===== config.mk =====
export PLATFORM = sky130hd
export DESIGN_NAME = dot_accumulator_flat
export DESIGN_NICKNAME = d
export VERILOG_FILES = /design/src/rtl/pipeline_pkg.sv /design/src/rtl/dot_accumulator_if.sv /design/src/rtl/sat_clamp.sv /design/src/rtl/dot_accumulator.sv /design/src/flat_wrapper.sv
export SDC_FILE = /design/constraint.sdc
export NUM_CORES = 1
export LEC_CHECK = 0
export BUFFER_PORTS_ARGS = -buffer_cell sky130_fd_sc_hd__clkbuf_2
export CELL_PAD_IN_SITES_DETAIL_PLACEMENT = 0
export CELL_PAD_IN_SITES_GLOBAL_PLACEMENT = 1
export CORE_MARGIN = 2
export CORE_UTILIZATION = 35
export DETAILED_ROUTE_END_ITERATION = 10
export PLACE_DENSITY = 0.66
export SYNTH_ARGS = -nofsm -noshare
export SYNTH_HDL_FRONTEND = slang
export SYNTH_SLANG_ARGS = --single-unit

===== constraint.sdc =====
create_clock -name clk -period 2.95 [get_ports clk]
set_clock_uncertainty 0.2 [all_clocks]
set_input_delay 0.4425 -clock clk [delete_from_list [all_inputs] [get_ports clk]]
set_output_delay 0.4425 -clock clk [all_outputs]
set_load 0.005 [all_outputs]

===== src/rtl/pipeline_pkg.sv =====
// rtl/pipeline_pkg.sv - shared types, width defaults and signed clamp helper for the pipeline datapath
package pipeline_pkg;

    localparam int DW_DEFAULT = 32;
    localparam int AW_DEFAULT = 40;

    typedef enum logic {
        ACCUM = 1'b0,
        OUT   = 1'b1
    } state_t;

    typedef struct packed {
        logic        sat;
        logic [63:0] val;
    } clamp_t;

    // Works on a 64-bit sign-extended value so any AW/DW pair up to 64 bits can share it.
    function automatic clamp_t clamp_signed(input logic signed [63:0] v, input int dw);
        logic signed [63:0] maxv;
        logic signed [63:0] minv;
        clamp_t r;
        maxv = (64'sd1 <<< (dw - 1)) - 64'sd1;
        minv = -(64'sd1 <<< (dw - 1));
        r.sat = 1'b0;
        r.val = v;
        if (v > maxv) begin
            r.sat = 1'b1;
            r.val = maxv;
        end else if (v < minv) begin
            r.sat = 1'b1;
            r.val = minv;
        end
        return r;
    endfunction

endpackage


===== src/rtl/dot_accumulator_if.sv =====
// rtl/dot_accumulator_if.sv - term input and vector-sum output handshake bundle
interface dot_accumulator_if #(
    parameter int DW = 32
);
    logic          in_valid;
    logic          in_ready;
    logic [DW-1:0] in_data;
    logic          out_valid;
    logic          out_ready;
    logic [DW-1:0] out_sum;
    logic          out_sat;

    modport master (
        output in_valid, in_data, out_ready,
        input  in_ready, out_valid, out_sum, out_sat
    );

    modport slave (
        input  in_valid, in_data, out_ready,
        output in_ready, out_valid, out_sum, out_sat
    );
endinterface


===== src/rtl/sat_clamp.sv =====
// rtl/sat_clamp.sv - combinational signed clamp of an AW-bit sum down to DW bits with a saturation flag
module sat_clamp
    import pipeline_pkg::*;
#(
    parameter int DW = DW_DEFAULT,
    parameter int AW = AW_DEFAULT
) (
    input  logic signed [AW-1:0] sum,
    output logic        [DW-1:0] clamped,
    output logic                 sat
);
    clamp_t r;

    always_comb r = clamp_signed(64'(sum), DW);

    assign clamped = DW'(r.val);
    assign sat     = r.sat;
endmodule


===== src/rtl/dot_accumulator.sv =====
// rtl/dot_accumulator.sv - accumulates LEN signed terms into one vector sum; DOT_ACC_SAT_EN selects clamping over wrap
module dot_accumulator
    import pipeline_pkg::*;
#(
    parameter int DW  = DW_DEFAULT,
    parameter int AW  = AW_DEFAULT,
    parameter int LEN = 4
) (
    input  logic              clk,
    input  logic              rst,
    input  logic              clr,
    dot_accumulator_if.slave  bus
);
    localparam int CW = (LEN > 1) ? $clog2(LEN) : 1;

    state_t        state;
    state_t        state_nx;
    logic [AW-1:0] acc;
    logic [AW-1:0] sum_nx;
    logic [CW-1:0] cnt;
    logic          accept;
    logic          last;
    logic          out_hs;
    logic [DW-1:0] load_sum;
    logic          load_sat;
    logic [DW-1:0] out_sum_r;
    logic          out_sat_r;

    assign accept = bus.in_valid & bus.in_ready;
    assign last   = accept && (cnt == CW'(LEN - 1));
    assign out_hs = bus.out_valid & bus.out_ready;
    assign sum_nx = acc + {{(AW-DW){bus.in_data[DW-1]}}, bus.in_data};

`ifdef DOT_ACC_SAT_EN
    sat_clamp #(.DW(DW), .AW(AW)) u_clamp (
        .sum     (sum_nx),
        .clamped (load_sum),
        .sat     (load_sat)
    );
`else
    assign load_sum = sum_nx[DW-1:0];
    assign load_sat = 1'b0;
`endif

    always_ff @(posedge clk) begin
        if (rst || clr) state <= ACCUM;
        else            state <= state_nx;
    end

    always_comb begin
        state_nx = state;
        case (state)
            ACCUM:   if (last)   state_nx = OUT;
            OUT:     if (out_hs) state_nx = ACCUM;
            default: state_nx = ACCUM;
        endcase
    end

    always_comb begin
        bus.in_ready  = (state == ACCUM);
        bus.out_valid = (state == OUT);
    end

    // clr wipes everything rst does, and outranks any same-cycle accept or handshake.
    always_ff @(posedge clk) begin
        if (rst || clr) begin
            acc       <= '0;
            cnt       <= '0;
            out_sum_r <= '0;
            out_sat_r <= 1'b0;
        end else begin
            if (accept) begin
                acc <= sum_nx;
                if (last) begin
                    cnt       <= '0;
                    out_sum_r <= load_sum;
                    out_sat_r <= load_sat;
                end else begin
                    cnt <= cnt + 1'b1;
                end
            end
            if (out_hs) acc <= '0;
        end
    end

    assign bus.out_sum = out_sum_r;
    assign bus.out_sat = out_sat_r;
endmodule


===== src/flat_wrapper.sv =====
// flat-port wrapper written by rule: the top's interface ports become plain ports
module dot_accumulator_flat import pipeline_pkg::*;
#(
    parameter int DW  = DW_DEFAULT,
    parameter int AW  = AW_DEFAULT,
    parameter int LEN = 4
)
  (clk, rst, clr, bus_in_valid, bus_in_data, bus_out_ready, bus_in_ready, bus_out_valid, bus_out_sum, bus_out_sat);
  dot_accumulator_if #(.DW(DW)) bus_i ();
  input  logic clk;
  input  logic rst;
  input  logic clr;
  input wire logic [$bits(bus_i.in_valid)-1:0] bus_in_valid;
  input wire logic [$bits(bus_i.in_data)-1:0] bus_in_data;
  input wire logic [$bits(bus_i.out_ready)-1:0] bus_out_ready;
  output wire logic [$bits(bus_i.in_ready)-1:0] bus_in_ready;
  output wire logic [$bits(bus_i.out_valid)-1:0] bus_out_valid;
  output wire logic [$bits(bus_i.out_sum)-1:0] bus_out_sum;
  output wire logic [$bits(bus_i.out_sat)-1:0] bus_out_sat;
  assign bus_i.in_valid = bus_in_valid;
  assign bus_i.in_data = bus_in_data;
  assign bus_i.out_ready = bus_out_ready;
  assign bus_in_ready = bus_i.in_ready;
  assign bus_out_valid = bus_i.out_valid;
  assign bus_out_sum = bus_i.out_sum;
  assign bus_out_sat = bus_i.out_sat;
  dot_accumulator #(.DW(DW), .AW(AW), .LEN(LEN)) u_core (.clk(clk), .rst(rst), .clr(clr), .bus(bus_i));
endmodule

# Word level (Yosys, flattened, before mapping)
# Index checks and enable logic that the tools add are counted.
[word_totals]
regBits = 75
[op_classes]
add_sub_neg = 2
mux = 4
eq_ne = 1
bitwise = 3
reduce_logical = 4
[ops]
columns = ["cell", "count"]
rows = [
  ["$add A40 B40 Y40", 1],
  ["$add A2 B1 Y2 const B", 1],
  ["$and A1 B1 Y1", 2],
  ["$eq A2 B2 Y1 const B", 1],
  ["$mux W1", 2],
  ["$mux W2", 1],
  ["$pmux W1 S2", 1],
  ["$reduce_and A2 Y1", 1],
  ["$reduce_or A2 Y1", 1],
  ["$logic_and A1 B1 Y1", 1],
  ["$logic_or A1 B1 Y1", 1],
  ["$not A1 Y1", 1],
]

# Logic depth before layout (Yosys ltp)
# Gate-level depths: netlist of the first run.
[logic_depth]
ltp_word = 5
mapped_depth = 10
ltp_nobuf = 10

# Worst setup path after synthesis of the first run
# Ideal clock, no wire load.
[synth_timing]
kind = "in2reg"
start = "input bus_in_data[0]"
end = "register u_core.acc[30]"
cell_stages = 10
setup_slack_ns = 0.271
arrival_time_ns = 2.417
cell_sequence = "ha_1 fa_1 a21oi_1 o21ai_1 a21oi_2 o31ai_4 a21oi_2 a2111oi_2 or3_1 nand3_1"
[synth_via]
elab_chain_len = 1
[synth_rtl]
columns = ["element", "line", "text"]
rows = [
  ["start: declaration", "flat_wrapper.sv:14", "input wire logic [$bits(bus_i.in_data)-1:0] bus_in_data;"],
  ["$add A40 B40 Y40", "dot_accumulator.sv:32", "assign sum_nx = acc + {{(AW-DW){bus.in_data[DW-1]}}, bus.in_data};"],
  ["end signal: assignment", "dot_accumulator.sv:73", "acc <= sum_nx;"],
  ["end: declaration", "dot_accumulator.sv:18", "logic [AW-1:0] acc;"],
]
# Every way passes these cells.
# A chain may end at the register's enable or synchronous reset.

# Final worst setup path of the first run
[layout_timing]
start = "register u_core.acc[0]"
end = "register u_core.acc[30]"
[layout_via]
elab_chain_len = 1
[layout_rtl]
columns = ["element", "line"]
rows = [
  ["$add A40 B40 Y40", "dot_accumulator.sv:32"],
]
# Every way passes these cells.

==> impl_metrics.env, run 1 <==
export IMPL_run_status="finished clean"
export IMPL_post_place_ws_ns=-0.0711
export IMPL_totalWireLength_mm=13.0
export IMPL_clkSinkCount=67
export IMPL_syn_avg_cell_area_um2=7.98
export IMPL_globalRouteTotalUtil=0.202
export IMPL_flow_area_growth_from_synthesis_pct=20.2
export IMPL_multi_input_comb_area_mm2=0.00281
export IMPL_power_leakage_nw=2.31
export IMPL_cts_root_buf="sky130_fd_sc_hd__clkbuf_16"
export IMPL_antennaDiodeCount=0
export IMPL_detail_route_drc_violations=0
export IMPL_finish_cell_count_without_fillers=797
export IMPL_grt_setup_unrepaired="no"
export IMPL_grt_most_used_layer="met2"
export IMPL_maxCapViolCount=0
export IMPL_first_pass_grt_wire_length_mm=20.8
export IMPL_hold_viol_final=0
export IMPL_worst_pin_slew_ns=0.836
export IMPL_tritoncts="yes"
export IMPL_critPathMaxFanout=4
export IMPL_hold_buffers=0
export IMPL_use_met2=0.350
export IMPL_clk_latency_ns=0.34
export IMPL_first_iteration_detailed_routing_drc_count=164
export IMPL_synth_lib_cells_used_distinct=64
export IMPL_routed_via_density=5.26
export IMPL_post_route_util=0.434
export IMPL_critical_path_startpoint_type="register"
export IMPL_layout_setup_ws_ns=0.177
export IMPL_grt_overflow_total=0
export IMPL_detail_route_first_pass_iterations=4
export IMPL_ys_dominant_reg_cell="sky130_fd_sc_hd__dfxtp_1"
export IMPL_max_slew_margin_rel=0.441
export IMPL_min_period_ns=2.77
export IMPL_use_met3=0.0486
export IMPL_netlist_instances=548
export IMPL_synth_net_count=618
export IMPL_r2r_worst_path_cells=10
export IMPL_yosys_area_top_type="sky130_fd_sc_hd__dfxtp_1"
export IMPL_dpl_cells=781
export IMPL_avgRoutedWirePerCell_um=16.3
export IMPL_timing_critical_path_mode_cell="sky130_fd_sc_hd__a21oi_2"
export IMPL_drtAntennaViolNets=0
export IMPL_final_setup_viol_count=0
export IMPL_worstPathCellList="ha_1, fa_1, a21oi_1, o21ai_1, a21oi_2, o31ai_4, a21oi_2, a2111oi_2, or3_1, nand3_1"
export IMPL_dp_hpwl_mm=9.69
export IMPL_met1_use_gr=0.253
export IMPL_holdCritStartpoint="bus_out_ready"
export IMPL_die_area_mm2=0.0134
export IMPL_pin_count=72
export IMPL_yosys_warnings=0
export IMPL_synth_top_cell_area_share=0.307
export IMPL_cts_setup_buffers=0
export IMPL_post_route_cells_drive_above_1_share=0.226
export IMPL_number_of_enable_type_register_cells_in_the_synthesized_netlist=0
export IMPL_fmax_mhz=361
export IMPL_setup_worst_path_class="register to register"
export IMPL_end_kind="register"
export IMPL_timing_critical_path_slowest_stage_cell="sky130_fd_sc_hd__fa_1"
export IMPL_syn_cell_area_mm2=0.00437
export IMPL_finalMaxSlewViolations=0
export IMPL_yosys_top_cells_area="sky130_fd_sc_hd__dfxtp_1 (31%), sky130_fd_sc_hd__nand2_1 (9.6%), sky130_fd_sc_hd__ha_1 (9.2%), sky130_fd_sc_hd__a21oi_1 (8.0%), sky130_fd_sc_hd__a21o_1 (3.9%)"
export IMPL_initial_utilization=0.361
export IMPL_post_synth_arst_share=0
export IMPL_reg2reg_slack_ns=0.18
export IMPL_core_mm2=0.0121
export IMPL_num_rows=40
export IMPL_number_of_global_route_vias_before_repair=4075
export IMPL_ir_drop_mv=0.350
export IMPL_regToRegStartpoint="u_core.acc[0]"
export IMPL_fin_tns_setup_ns=0
export IMPL_fill_cells=1283
export IMPL_antenna_found_initial=0
export IMPL_htreeDepth=3
export IMPL_clk_pin_slew_ns=0.06
export IMPL_ys_ff_latch=67
export IMPL_placement_io_buffers=70
export IMPL_gp_congestion=0.896
export IMPL_hold_path_end="u_core.bus.out_valid"
export IMPL_crit_share_post_route=0.940
export IMPL_hold_path_class="primary input to register"
export IMPL_yosysSeqAreaShare=0.307
export IMPL_power_density_cell_area_mw_per_mm2=469
export IMPL_maximum_buffer_depth_of_the_clock_tree=2
export IMPL_grt_max_degree=36
export IMPL_worst_ep_required_time_ns=3.03
export IMPL_max_stage_delay_ns=0.42
export IMPL_worst_hold_path_stage_count=3
export IMPL_die_height_um=116
export IMPL_route_vias_total=4189
export IMPL_fin_nets=694
export IMPL_regToRegEndpoint="u_core.acc[30]"
export IMPL_ff_latch_area_mm2=0.00134
export IMPL_arrival_ns=2.86
export IMPL_fp_dieW_um=116
export IMPL_inserted_clock_buffers=9
[cells in the mapped netlist, types with 3 or more instances]
library cell,number
sky130_fd_sc_hd__and3_1,3
sky130_fd_sc_hd__a21oi_1,70
sky130_fd_sc_hd__dfxtp_1,67
sky130_fd_sc_hd__o211ai_2,3
sky130_fd_sc_hd__nor2b_1,4
sky130_fd_sc_hd__o211ai_1,4
sky130_fd_sc_hd__clkbuf_1,16
sky130_fd_sc_hd__nand2_1,112
sky130_fd_sc_hd__o21ai_0,19
sky130_fd_sc_hd__nor2_1,22
sky130_fd_sc_hd__nor4_1,4
sky130_fd_sc_hd__and2_1,3
sky130_fd_sc_hd__inv_1,7
sky130_fd_sc_hd__nand3_1,34
sky130_fd_sc_hd__ha_1,32
sky130_fd_sc_hd__xor2_1,6
sky130_fd_sc_hd__buf_4,3
sky130_fd_sc_hd__a21o_1,23
sky130_fd_sc_hd__o21ai_1,6
sky130_fd_sc_hd__a211oi_1,6
sky130_fd_sc_hd__or3_1,5
sky130_fd_sc_hd__o21bai_1,7
sky130_fd_sc_hd__xnor2_1,17
sky130_fd_sc_hd__nor3_1,9
sky130_fd_sc_hd__buf_6,4
sky130_fd_sc_hd__clkbuf_8,3
sky130_fd_sc_hd__a21oi_2,7
sky130_fd_sc_hd__a32oi_1,4
sky130_fd_sc_hd__a31oi_1,3
[layer usage]
metal  vias up  share of wire
li1       2111              -
met1      1977           0.47
met2        89           0.48
met3        12          0.038
met4         0          0.011
met5         -              0
[cells by family after synthesis]
logic type | Yosys count | share of synthesized area
AO/OA/AOI/OAI | 173 | 0.270
XOR/XNOR | 23 | 0.0461
adder cells (fa/ha/maj) | 33 | 0.0961
buffers and inverters | 38 | 0.0515
flip-flops | 67 | 0.307
multiplexers | 2 | 0.00458
other | 1 | 0.000858
AND/OR/NAND/NOR | 211 | 0.224
[report_power, final]
group | leakage (nW) | switching, mW | internal [mW] | total, mW
logic | 1.63 | 0.280 | 0.179 | 0.459
clock network | 0.141 | 0.417 | 0.650 | 1.07
registers | 0.543 | 0.0128 | 0.926 | 0.939
total | 2.31 | 0.710 | 1.76 | 2.47
[sequential cells by signal (all words and copies together) (netlist names)]
| name | cells |
|---|---|
| u_core.cnt | 2 |
| u_core.bus.out_sum | 32 |
| u_core.bus.out_valid | 1 |
| u_core.acc | 32 |
[critical path: cells and delay by family (launching register included)]
kind            cells  cell delay (ns)
simple gates        2             0.46
flops               1             0.31
fa+ha+maj           2             0.64
compound gates      6             1.13
[per-stage QoR]
| stage | area, um2 | hold WS (ns) | total power, mW |
|---|---|---|---|
| after floorplan | 4370 | 0.240 | 1.29 |
| after global placement | 4960 | 0.241 | 1.41 |
| after detailed placement | 4960 | 0.247 | 1.42 |
| after CTS | 5250 | 0.202 | 2.51 |
| after global routing | 5260 | 0.212 | 2.58 |
| final | 5260 | 0.212 | 2.47 |
[worst max-delay path by stage]
stage	from	endpoint	cells after the start
after floorplan	bus_in_data[0]	u_core.acc[30]	10
after global placement	bus_in_data[0]	u_core.acc[30]	11
after detailed placement	bus_in_data[0]	u_core.acc[30]	11
after CTS	u_core.acc[0]	u_core.acc[30]	10
after global routing	u_core.acc[0]	u_core.acc[22]	10
final	u_core.acc[0]	u_core.acc[30]	10
[cells in the final DEF, fill, tap and decap left out, drive strengths merged, types with 23 or more instances in the layout]
cell type  synthesis  routed
nor2              23      23
clkbuf            19      79
o21ai             25      25
a21o              24      24
a21oi             79      79
buf               11      26
nand3             35      35
nand2            114     114
ha                32      32
dfxtp             67      67
[cell type report]
type,count,area share
Clock buffer,9,0.0429
Clock inverter,7,0.0131
Inverter,7,0.00500
Multi-Input combinational cell,443,0.535
Sequential cell,67,0.255
Tap cell,168,0.0400
Timing Repair Buffer,96,0.109
[what timing repair did]
action,in CTS,in global routing
gates resized for setup,0,3
hold endpoints to repair,0,0
setup endpoints to repair,0,5
(Power assumes the default switching activity.)
==> run 2: changes to the inputs <==
--- a/config.mk
+++ b/config.mk
@@ -5,13 +5,14 @@
 export SDC_FILE = /design/constraint.sdc
 export NUM_CORES = 1
 export LEC_CHECK = 0
+export ABC_AREA = 1
 export BUFFER_PORTS_ARGS = -buffer_cell sky130_fd_sc_hd__clkbuf_2
 export CELL_PAD_IN_SITES_DETAIL_PLACEMENT = 0
 export CELL_PAD_IN_SITES_GLOBAL_PLACEMENT = 1
 export CORE_MARGIN = 2
 export CORE_UTILIZATION = 35
 export DETAILED_ROUTE_END_ITERATION = 10
-export PLACE_DENSITY = 0.66
+export PLACE_DENSITY = 0.69
 export SYNTH_ARGS = -nofsm -noshare
 export SYNTH_HDL_FRONTEND = slang
 export SYNTH_SLANG_ARGS = --single-unit
==> constraint.sdc (replaced) <==
create_clock -name clk -period 2.95 [get_ports clk]
set_clock_uncertainty 0.2 [all_clocks]
set_input_delay 0.4425 -clock clk [delete_from_list [all_inputs] [get_ports clk]]
set_output_delay 0.4425 -clock clk [all_outputs]
set_load 0.01 [all_outputs]
==> impl_metrics.env, run 2 <==
export IMPL_run_status="finished clean"
export IMPL_timing_critical_path_mode_cell="sky130_fd_sc_hd__nand3_1"
export IMPL_antennaDiodeCount=0
export IMPL_worst_pin_slew_ns=0.870
export IMPL_route_vias_total=5036
export IMPL_hold_path_class="primary input to register"
export IMPL_placement_io_buffers=70
export IMPL_inserted_clock_buffers=9
export IMPL_finish_instance_area_mm2=0.00585
export IMPL_gp_congestion=0.906
export IMPL_post_synth_arst_share=0
export IMPL_power_leakage_nw=3.61
export IMPL_synth_net_count=916
export IMPL_dp_hpwl_mm=11.8
export IMPL_drtAntennaViolNets=0
export IMPL_finalMaxSlewViolations=0
export IMPL_ir_drop_mv=0.231
export IMPL_post_dp_cell_area_mm2=0.00554
export IMPL_ys_ff_latch=67
export IMPL_tritoncts="yes"
export IMPL_maxCapViolCount=0
export IMPL_worst_ep_required_time_ns=3.00
export IMPL_clkSinkCount=67
export IMPL_routed_via_density=4.58
export IMPL_worstPathCellList="ha_1, fa_1, nand3_1, nand3_1, nand3_1, nand3_2, xnor2_1, a21o_1, inv_1"
export IMPL_hold_buffers=0
export IMPL_synth_lib_cells_used_distinct=32
export IMPL_cts_root_buf="sky130_fd_sc_hd__clkbuf_16"
export IMPL_first_pass_grt_wire_length_mm=23.9
export IMPL_initial_utilization=0.360
export IMPL_die_area_mm2=0.0153
export IMPL_grt_overflow_total=0
export IMPL_yosys_top_cells_area="sky130_fd_sc_hd__dfxtp_1 (27%), sky130_fd_sc_hd__nand2_1 (19%), sky130_fd_sc_hd__inv_1 (13%), sky130_fd_sc_hd__ha_1 (8.0%), sky130_fd_sc_hd__nor2_1 (7.7%)"
export IMPL_yosys_area_top_type="sky130_fd_sc_hd__dfxtp_1"
export IMPL_totalWireLength_mm=15.1
export IMPL_clk_latency_ns=0.35
export IMPL_detail_route_first_pass_iterations=5
export IMPL_kind_of_cell_with_the_highest_combined_delay_on_the_critical_path="adder cells"
export IMPL_worstPathBufferInverterCount=1
export IMPL_min_period_ns=2.32
export IMPL_num_rows=43
export IMPL_flow_area_growth_from_synthesis_pct=16.5
export IMPL_mostFrequentLayoutCells="sky130_fd_sc_hd__nand2_1 (253), sky130_fd_sc_hd__inv_1 (176), sky130_fd_sc_hd__nor2_1 (103)"
export IMPL_fmax_mhz=432
export IMPL_die_height_um=124
export IMPL_critPathMaxFanout=4
export IMPL_pin_count=72
export IMPL_yosys_cell_count_top_type="sky130_fd_sc_hd__nand2_1"
export IMPL_fin_tns_setup_ns=0
export IMPL_maximum_buffer_depth_of_the_clock_tree=2
export IMPL_grt_max_degree=36
export IMPL_timing_critical_path_slowest_stage_cell="sky130_fd_sc_hd__fa_1"
export IMPL_first_iteration_detailed_routing_drc_count=286
export IMPL_max_slew_margin_rel=0.420
export IMPL_number_of_global_route_vias_before_repair=4664
export IMPL_grt_setup_unrepaired="no"
export IMPL_post_route_cells_drive_above_1_share=0.118
export IMPL_ys_dominant_reg_cell="sky130_fd_sc_hd__dfxtp_1"
export IMPL_avgRoutedWirePerCell_um=13.8
export IMPL_power_density_cell_area_mw_per_mm2=439
export IMPL_yosys_warnings=0
export IMPL_antenna_found_initial=0
export IMPL_core_mm2=0.0139
export IMPL_syn_avg_cell_area_um2=5.93
export IMPL_syn_cell_area_mm2=0.00502
export IMPL_cts_resized=0
export IMPL_max_stage_delay_ns=0.46
export IMPL_layout_cells_most_common="sky130_fd_sc_hd__nand2_1"
export IMPL_crit_share_post_route=0.785
export IMPL_number_of_enable_type_register_cells_in_the_synthesized_netlist=0
export IMPL_fp_dieW_um=124
export IMPL_critical_path_startpoint_type="register"
export IMPL_netlist_instances=846
export IMPL_cts_setup_buffers=0
export IMPL_synth_top_cell_area_share=0.267
export IMPL_arrival_ns=2.37
export IMPL_post_route_util=0.420
export IMPL_fill_cells=1532
export IMPL_end_kind="register"
export IMPL_detail_route_drc_violations=0
export IMPL_clk_pin_slew_ns=0.06
export IMPL_hold_viol_final=0
export IMPL_setup_worst_path_class="register to register"
export IMPL_yosysSeqAreaShare=0.267
export IMPL_final_setup_viol_count=0
export IMPL_synth_commonest_cells="sky130_fd_sc_hd__nand2_1 (253), sky130_fd_sc_hd__inv_1 (176), sky130_fd_sc_hd__nor2_1 (103)"
export IMPL_htreeDepth=3
export IMPL_fin_nets=984
export IMPL_globalRouteTotalUtil=0.207
[run 2: report_power, final]
group | switching (mW) | leakage (nW) | internal, mW
Sequential | 0.0145 | 0.544 | 0.929
Combinational | 0.333 | 2.92 | 0.164
Clock | 0.460 | 0.144 | 0.665
[run 2: logic make-up (layout without fill, tap and decap cells)]
kind of cell / count (synthesis) / in the layout / share of synthesized area
adders and majority gates: 33 / 33 / 0.0838
buffers and inverters: 198 / 271 / 0.154
AOI/OAI and AO/OA: 92 / 92 / 0.112
DFF: 67 / 67 / 0.267
xor gates and xnor gates: 15 / 15 / 0.0262
and+or+nand+nor: 440 / 440 / 0.356
other: 1 / 1 / 0.000747
[run 2: final cells by class]
type                    count  area [um2]  share of cell area
multi-input cells         581        2910               0.498
clock buffers              10         229              0.0392
clock inverters             6        72.6              0.0124
inverters                 179         672               0.115
well taps                 180         225              0.0385
flip-flops and latches     67        1340               0.229
repair buffers             76         395              0.0676
[run 2: layer usage]
layer	GRT usage	part of all wire	vias to the layer above
met5	0	0	-
met3	0.0339	0.042	12
met1	0.294	0.52	2225
met2	0.319	0.43	91
met4	0.0661	0.013	0
li1	-	-	2708
[run 2: tightest hold or removal path: cells and delay by family]
family                 cells  cell delay [ns]
AO/OA/AOI/OAI              1             0.06
buffers and inverters      2             0.12
AND/OR/NAND/NOR            1             0.05
[run 2: path summary, 6_finish.rpt]
| path | startpoint | end | slack [ns] | depth (start not counted) |
|---|---|---|---|---|
| worst max-delay path | u_core.acc[0] | u_core.bus.out_sum[12] | 0.63 | 9 |
| worst min-delay path | bus_out_ready | u_core.bus.out_valid | 0.18 | 4 |
| worst max register to register | u_core.acc[0] | u_core.bus.out_sum[12] | 0.63 | 9 |
| worst min register to register | u_core.bus.out_sum[30] | u_core.bus.out_sum[30] | 0.28 | 2 |
[run 2: through the flow]
stage | total power [mW] | hold WS [ns] | instances | setup WS [ns]
floorplan | 1.31 | 0.249 | 846 | 0.832
global placement | 1.46 | 0.260 | 1083 | 0.444
detailed placement | 1.46 | 0.280 | 1083 | 0.432
CTS | 2.61 | 0.167 | 1099 | 0.643
global route | 2.70 | 0.181 | 1099 | 0.491
finish | 2.57 | 0.177 | 1099 | 0.633
